--- config.mk ---
export PLATFORM = sky130hd
export DESIGN_NAME = jt12_gain_mixer
export DESIGN_NICKNAME = d
export VERILOG_FILES = /design/src/rtl/jt12_gain_mixer.sv
export SDC_FILE = /design/constraint.sdc
export NUM_CORES = 1
export LEC_CHECK = 0
export ABC_AREA = 1
export CORE_MARGIN = 2
export CORE_UTILIZATION = 55
export DETAILED_ROUTE_END_ITERATION = 8
export PLACE_DENSITY = 0.73
export REMOVE_ABC_BUFFERS = 1
export SLEW_MARGIN = 20
export SYNTH_ARGS = -nofsm -noshare
export SYNTH_HDL_FRONTEND = slang
export SYNTH_SLANG_ARGS = --single-unit
--- constraint.sdc ---
create_clock -name clk -period 10.4 [get_ports clk]
set_clock_uncertainty 0.2 [all_clocks]
set_input_delay 2.08 -clock clk [delete_from_list [all_inputs] [get_ports clk]]
set_output_delay 2.08 -clock clk [all_outputs]
set_load 0.05 [all_outputs]
--- src/rtl/jt12_gain_mixer.sv ---
// Four-channel signed mixer: per-channel MSB alignment and 4.4 gain, then sum,
// divide by 16 and clip to the output width. Two-stage pipeline gated by cen.
module jt12_gain_mixer #(
  parameter int w0   = 16,
  parameter int w1   = 16,
  parameter int w2   = 16,
  parameter int w3   = 16,
  parameter int wout = 16
) (
  input  logic                   clk,
  input  logic                   rst,
  input  logic                   cen,
  input  logic signed [w0-1:0]   ch0,
  input  logic signed [w1-1:0]   ch1,
  input  logic signed [w2-1:0]   ch2,
  input  logic signed [w3-1:0]   ch3,
  input  logic        [7:0]      gain0,
  input  logic        [7:0]      gain1,
  input  logic        [7:0]      gain2,
  input  logic        [7:0]      gain3,
  output logic signed [wout-1:0] mixed
);

  localparam int wp = wout + 9;
  localparam int ws = wout + 11;

  logic signed [wout-1:0] ext[4];
  logic signed [wout-1:0] aligned[4];
  logic        [7:0]      gain[4];
  logic signed [wp-1:0]   prod_next[4];
  logic signed [wp-1:0]   prod_reg[4];
  logic signed [ws-1:0]   sum;
  logic signed [ws-1:0]   shifted;
  logic signed [wout-1:0] mixed_next;
  logic signed [wout-1:0] mixed_reg;

  // Sign-extend first, then shift: the extension bits fall off the top,
  // leaving the channel MSB on bit wout-1 with zeros below.
  assign ext[0] = wout'(ch0);
  assign ext[1] = wout'(ch1);
  assign ext[2] = wout'(ch2);
  assign ext[3] = wout'(ch3);

  assign aligned[0] = ext[0] <<< (wout - w0);
  assign aligned[1] = ext[1] <<< (wout - w1);
  assign aligned[2] = ext[2] <<< (wout - w2);
  assign aligned[3] = ext[3] <<< (wout - w3);

  assign gain[0] = gain0;
  assign gain[1] = gain1;
  assign gain[2] = gain2;
  assign gain[3] = gain3;

  generate
    for (genvar gi = 0; gi < 4; gi++) begin : g_prod
      logic signed [8:0] gain_s;
      assign gain_s        = $signed({1'b0, gain[gi]});
      assign prod_next[gi] = wp'(aligned[gi]) * wp'(gain_s);

      always_ff @(posedge clk) begin
        if (rst) begin
          prod_reg[gi] <= '0;
        end else if (cen) begin
          prod_reg[gi] <= prod_next[gi];
        end
      end
    end
  endgenerate

  assign sum = ws'(prod_reg[0]) + ws'(prod_reg[1])
             + ws'(prod_reg[2]) + ws'(prod_reg[3]);
  assign shifted = sum >>> 4;

  // In range only if every bit above the output sign bit matches it.
  always_comb begin
    mixed_next = shifted[wout-1:0];
    if (shifted[ws-1:wout-1] != {(ws-wout+1){shifted[ws-1]}}) begin
      mixed_next = shifted[ws-1] ? {1'b1, {(wout-1){1'b0}}}
                                 : {1'b0, {(wout-1){1'b1}}};
    end
  end

  always_ff @(posedge clk) begin
    if (rst) begin
      mixed_reg <= '0;
    end else if (cen) begin
      mixed_reg <= mixed_next;
    end
  end

  assign mixed = mixed_reg;

endmodule

Yosys cells after proc, flatten, opt, wreduce, memory -nomap -nowiden
Memory sizes are Yosys's and may differ from the RTL's.
Index checks and enable logic that the tools add are counted.
{"block": "word_totals", "reg_bits": 16, "ram_bits": 100, "inputBits": 99, "word_cells": 25, "mem_count": 1}
{"name": "prod_reg", "depth": 4, "word_bits": 25, "rd": 4, "rd_clocked_by_memory_dff": 0, "write_ports": 4, "line": "31", "rtl": "logic signed [wp-1:0] prod_reg[4];"}
{"block": "classes", "addsub": 3, "multipliers": 4, "n_eq_ne": 1, "n_mux": 11, "bitwise": 4}
{"op": "16-bit by 9-bit multiplier with 25-bit output", "n": 4}
{"op": "25-bit 2-to-1 mux", "n": 4}
{"op": "16-bit 2-to-1 mux", "n": 2}
{"op": "26-bit by 25-bit adder with 27-bit output", "n": 1}
{"op": "27-bit by 25-bit adder with 27-bit output", "n": 1}
{"op": "25-bit by 25-bit adder with 26-bit output", "n": 1}
{"op": "7-bit inequality test", "n": 1}
{"op": "1-bit 2-to-1 mux", "n": 5}
{"op": "1-bit OR", "n": 4}

Longest topological paths before layout
Gate-level depths: netlist (run 1).
An unclocked memory read counts as a cell.
{"block": "logic_depth", "ltp_word": 6, "mapped_depth": 25}

Least setup slack after synthesis (run 1)
OpenSTA, ideal clock, no wires.
{"block": "synth_path", "path_type": "input to register", "start": "in gain0[0]", "end": "mem prod_reg[0][21] (netlist bit), data pin", "setup_ns": 0.253, "arrival_ns": 6.375, "slack_ns": 3.572, "path_stages": 22, "path_cell_list": "clkbuf_1 > clkbuf_1 > nand2_1 > fa_1 > inv_1 > fa_1 > fa_1 > inv_1 > fa_1 > inv_1 > ha_1 > nand2_1 > nand2_1 > a31oi_1 > o21ai_0 > a21oi_1 > o21ai_0 > inv_1 > o21bai_1 > nand2_1 > nand2_1 > nor2_1"}
{"item": "start: declaration", "line": "17", "rtl": "input logic [7:0] gain0,"}
{"item": "end: declaration", "line": "31"}

==> qor.csv, run 1 <==
metric,value,unit
status,"finished, final reports clean",
cp-start-kind,primary input,
n_antenna_cell,0,
finalCritPeriodShare,71.5,%
clk_pin_slew,0.06,ns
largest_reg_flops,100,
max-clock-path-buffers,2,
yosys-top-cells-area,"fa_1, inv_1, nand2_1, edfxtp_1, ha_1",
ys_top_cells_by_count,"inv_1, nand2_1, fa_1, ha_1, a21oi_1",
slew_headroom,43.6,%
worstHoldStart,mixed[7]$_SDFFE_PP0P_,
grt_pass1_vias,21400,
end_kind,flop,
synthDistinctLibCells,45,
drc,0,
period_needed,7.43,ns
nNetsFinal,4328,
grt_pass1_wl,101,mm
synth_top_cell_by_area,fa_1,
yosysTopAreaCellShare,34.3,%
cp.required,10.38,ns
ant_nets,0,
cts_setup_buffers,0,
rsz0062_at_grt,no,
cap_viol_max_count,0,
io_buffers,114,
antenna_found_initial,0,
syn_inst,3554,
cts_htree_levels,4,
synth-seq-cells,116,
yosysWarnings,0,
critPathMaxFanout,16,
vias_per_cell,4.98,
worst_slew_pin_slew,0.845,ns
fin_tns_setup,0,ns
syn2layout_area_growth,7.32,%
drv_slew,0,
cts_hold_buf,0,
clk_latency,0.42,ns
syn_area,26700,sq um
synth_most_common_cell,inv_1,
grt_usage,24.7,%
grt_max_degree,60,
first_pass_iters,6,
synth_edf_count,100,
drt_wl_total,57.8,mm
first_iter_violations,1171,
dieArea,50300,sq um
chipWidth,224,um
drive_gt1_share,1.97,%
arrival,7.41,ns
overflow,0,
yosysSeqAreaShare,12.4,%
place_hpwl,48.8,mm
hold_class,reg -> reg,
cts_tree,done,
syn_avg_cell_area,7.51,sq um
crit_start,gain2[0],
ys_async_sr_fraction,0,%
clkSinkCount,116,
rows,80,
die_h,224,um
hold_viol_final,0,
post_cts_resized,0,
setup_viol,0,
fmax,135,MHz
crit_type,in -> reg,
place_congestion,0.938,
core,47800,sq um
wl_per_cell,13.9,um
clockRootBuffer,clkbuf_16,
start_util,55.8,%
vias,20800,
ioPinCount,115,
synth-main-ff-cell,edfxtp_1,
cts_inserted_buffers,17,
r2r_start,prod_reg[3][12]$_SDFFCE_PN0P_,
==> per-stage QoR <==
stage / instance area (sq um) / hold slack [ns] / utilization [%] / std cells / setup slack [ns]
after floorplan: 26100 / 0.477 / - / 3410 / 4.09
after detailed placement: 28100 / 0.238 / 58.7 / 4143 / 2.59
after global placement: 28100 / 0.237 / 58.7 / 4143 / 2.60
after global routing: 28700 / 0.262 / 59.9 / 4175 / 2.63
after CTS: 28700 / 0.251 / 59.9 / 4175 / 3.00
final: 28700 / 0.247 / 59.9 / 4175 / 2.97
==> cells in the final DEF, fill, tap and decap left out, drive strengths merged, types with 2 or more instances in the layout <==
cell	count
a21o	9
a21oi	159
a31o	2
a31oi	22
buf	4
bufinv	2
clkbuf	17
clkdlybuf4s50	114
clkinv	7
clkinvlp	2
dfxtp	16
edfxtp	100
fa	458
ha	224
inv	1180
nand2	864
nand3	70
nand4	15
nor2	106
nor3	19
o211ai	4
o21a	20
o21ai	89
o21bai	5
o311a	2
o31ai	4
xnor2	25
xor2	12
==> path summary, 6_finish.rpt <==
kind | endpoint | slack (ns) | depth (start not counted)
max reg2reg | mixed[0]$_SDFFE_PP0P_ | 6.36 | 19
min reg2reg | mixed[7]$_SDFFE_PP0P_ | 0.25 | 2
min | mixed[7]$_SDFFE_PP0P_ | 0.25 | 2
max | prod_reg[2][23]$_SDFFCE_PN0P_ | 2.97 | 16
==> area by class of cell <==
cell class / count / area, sq um
repair buffers: 118 / 1170
flip-flops and latches: 116 / 3320
fillers: 4373 / 19200
multi-input cells: 2118 / 18400
well taps: 615 / 769
inverters: 1176 / 4420
clock inverters: 15 / 154
clock buffers: 17 / 425
==> routing by layer <==
layer	wire, um	share of wire [%]	GRT usage, %	vias up
li1	-	-	-	10200
met1	24900	43	33.2	10000
met2	29100	50	43.5	510
met3	2910	5.0	2.57	69
met4	908	1.6	4.76	0
met5	0	0	0	-
==> critical path, stage by stage <==
cell and delay (ns):
clkdlybuf4s50_1 0.91, nand2_1 0.26, fa_1 0.76, inv_1 0.09, fa_1 0.47, fa_1 0.55, inv_1 0.05, fa_1 0.47
inv_1 0.04, ha_1 0.32, a21oi_1 0.20, nor2_1 0.06, a2111oi_0 0.60, o211ai_1 0.30, nor2_1 0.16, nor2_1 0.07
==> cell families after synthesis <==
| kind of cell | share of synthesized area, % |
|---|---|
| DFF | 12.4 |
| and+or+nand+nor | 16.1 |
| AOI/OAI and AO/OA | 6.72 |
| buffers and inverters | 18.7 |
| xor gates and xnor gates | 1.21 |
| adders and majority gates | 44.8 |
Power of run 1 is left out: the tool's default activity adds up to more than one toggle a clock period on the data nets, which glitch-free logic cannot reach.
==> inputs of run 2 (changes only) <==
Clock period 10.4 ns to 7.3 ns, I/O delays scaled along.
==> run 2 against run 1 <==
Wire length about the same. Clock-buffer cell count unchanged. First-iteration DRC count up 1.7%. Utilization up 0.38 points. Critical path depth up 5. Register-to-register slack worse by 3.1 ns. Sequential share of layout area down 0.073 points. Sequential cell count unchanged.
==> qor.csv, run 2 (synthesis results as in run 1) <==
metric,value,unit
slew_headroom,42.4,%
fmax,151,MHz
clk_pin_slew,0.06,ns
chipWidth,224,um
cts_setup_buffers,0,
largest_reg_flops,100,
crit_chain,"clkdlybuf4s50_1, nand2_1, fa_1, inv_1, fa_1, fa_1, inv_1, fa_1, inv_1, ha_1, nand2_1, nand2_1, a31oi_1, o21ai_0, a21oi_1, o21ai_0, inv_1, o21bai_1, nand2_1, nand2_1, nor2_1",
crit_top_cell,nand2_1,
multi_input_area,18400,sq um
cts_tree,done,
place_congestion,0.953,
hold_viol_final,0,
vias_per_cell,4.95,
grt_usage,24.6,%
hold_class,reg -> reg,
grt_max_degree,63,
rows,80,
nNetsFinal,4353,
start_util,55.8,%
cts_inserted_buffers,17,
ioPinCount,115,
status,"finished, final reports clean",
fill_cells,4357,
max-clock-path-buffers,2,
arrival,6.61,ns
syn2layout_area_growth,8.01,%
first_iter_violations,1191,
clkSinkCount,116,
place_hpwl,49.4,mm
die_h,224,um
grt_pass1_vias,21600,
io_buffers,114,
drc,0,
clk_latency,0.42,ns
final_common_cell,inv_1,
clockRootBuffer,clkbuf_16,
cp.required,7.27,ns
worst_slew_pin_slew,0.863,ns
cpLargestDelayFamily,adder cells,
cp-start-kind,primary input,
dieArea,50300,sq um
drive_gt1_share,2.68,%
setup_viol,0,
cap_viol_max_count,0,
core,47800,sq um
period_needed,6.64,ns
cts_htree_levels,4,
crit_buf_inv,5,
antenna_found_initial,1,
seqCellArea,3320,sq um
finalCritPeriodShare,91.0,%
critPathMaxFanout,14,
end_kind,flop,
overflow,0,
timing.critical_path.slowest_stage_cell,clkdlybuf4s50_1,
crit_type,in -> reg,
cts_hold_buf,0,
first_pass_iters,5,
drv_slew,0,
rsz0062_at_grt,no,
drt_wl_total,57.8,mm
vias,20800,
fin_tns_setup,0,ns
post_cts_resized,0,
wl_per_cell,13.8,um
cpPeakStageDelay,0.85,ns
ant_nets,0,
final_cell_mix,"inv_1, nand2_1, fa_1",
grt_pass1_wl,101,mm
run 2: changes by cell type in the layout (fill, tap and decap cells not counted):
cell	delta
clkinv_2	-1
inv_8	+2
inv_6	+1
diode_2	+1
clkinv_1	-1
buf_4	+25
bufinv_16	-1
run 2: per-layer routing:
metal	up-vias	global-route usage, %	part of all wire [%]
met5	-	0	0
met4	0	4.64	1.4
met3	56	3.03	4.7
met2	456	43.9	51
met1	10000	32.4	43
li1	10300	-	-
run 2: final timing paths:
path	from	end	slack, ns	depth (start not counted)
max reg2reg	prod_reg[3][9]$_SDFFCE_PN0P_	mixed[1]$_SDFFE_PP0P_	3.26	20
max	gain0[0]	prod_reg[0][21]$_SDFFCE_PN0P_	0.66	21
min	mixed[3]$_SDFFE_PP0P_	mixed[3]$_SDFFE_PP0P_	0.25	2
min reg2reg	mixed[3]$_SDFFE_PP0P_	mixed[3]$_SDFFE_PP0P_	0.25	2
run 2: area by class of cell:
| cell class | count | area share (%) |
|---|---|---|
| multi-input cells | 2118 | 63.8 |
| inverters | 1176 | 15.3 |
| well taps | 615 | 2.67 |
| repair buffers | 143 | 4.71 |
| clock buffers | 17 | 1.47 |
| clock inverters | 15 | 0.508 |
| diodes | 1 | 0.00868 |
| flip-flops and latches | 116 | 11.5 |
run 2: through the flow:
step / utilization, % / hold slack (ns) / std cells / area, sq um / setup WS, ns
6_report: 60.3 / 0.249 / 4201 / 28800 / 0.657
5_1_grt: 60.3 / 0.266 / 4200 / 28800 / 0.247
4_1_cts: 60.3 / 0.254 / 4200 / 28800 / 0.723
3_5_place_dp: 59.1 / 0.240 / 4168 / 28300 / 0.310
3_3_place_gp: 59.1 / 0.237 / 4168 / 28300 / 0.394
2_1_floorplan: - / 0.477 / 3410 / 26100 / 1.61
run 2: worst register-to-register path, delay by kind of cell, from the launching register on:
kind | cells | cell delay (ns)
AO/OA/AOI/OAI | 1 | 0.34
buffers and inverters | 2 | 0.23
flip-flops | 1 | 0.35
AND/OR/NAND/NOR | 14 | 1.49
adder cells (fa/ha/maj) | 3 | 1.34
Power of run 2 is left out for the same reason.
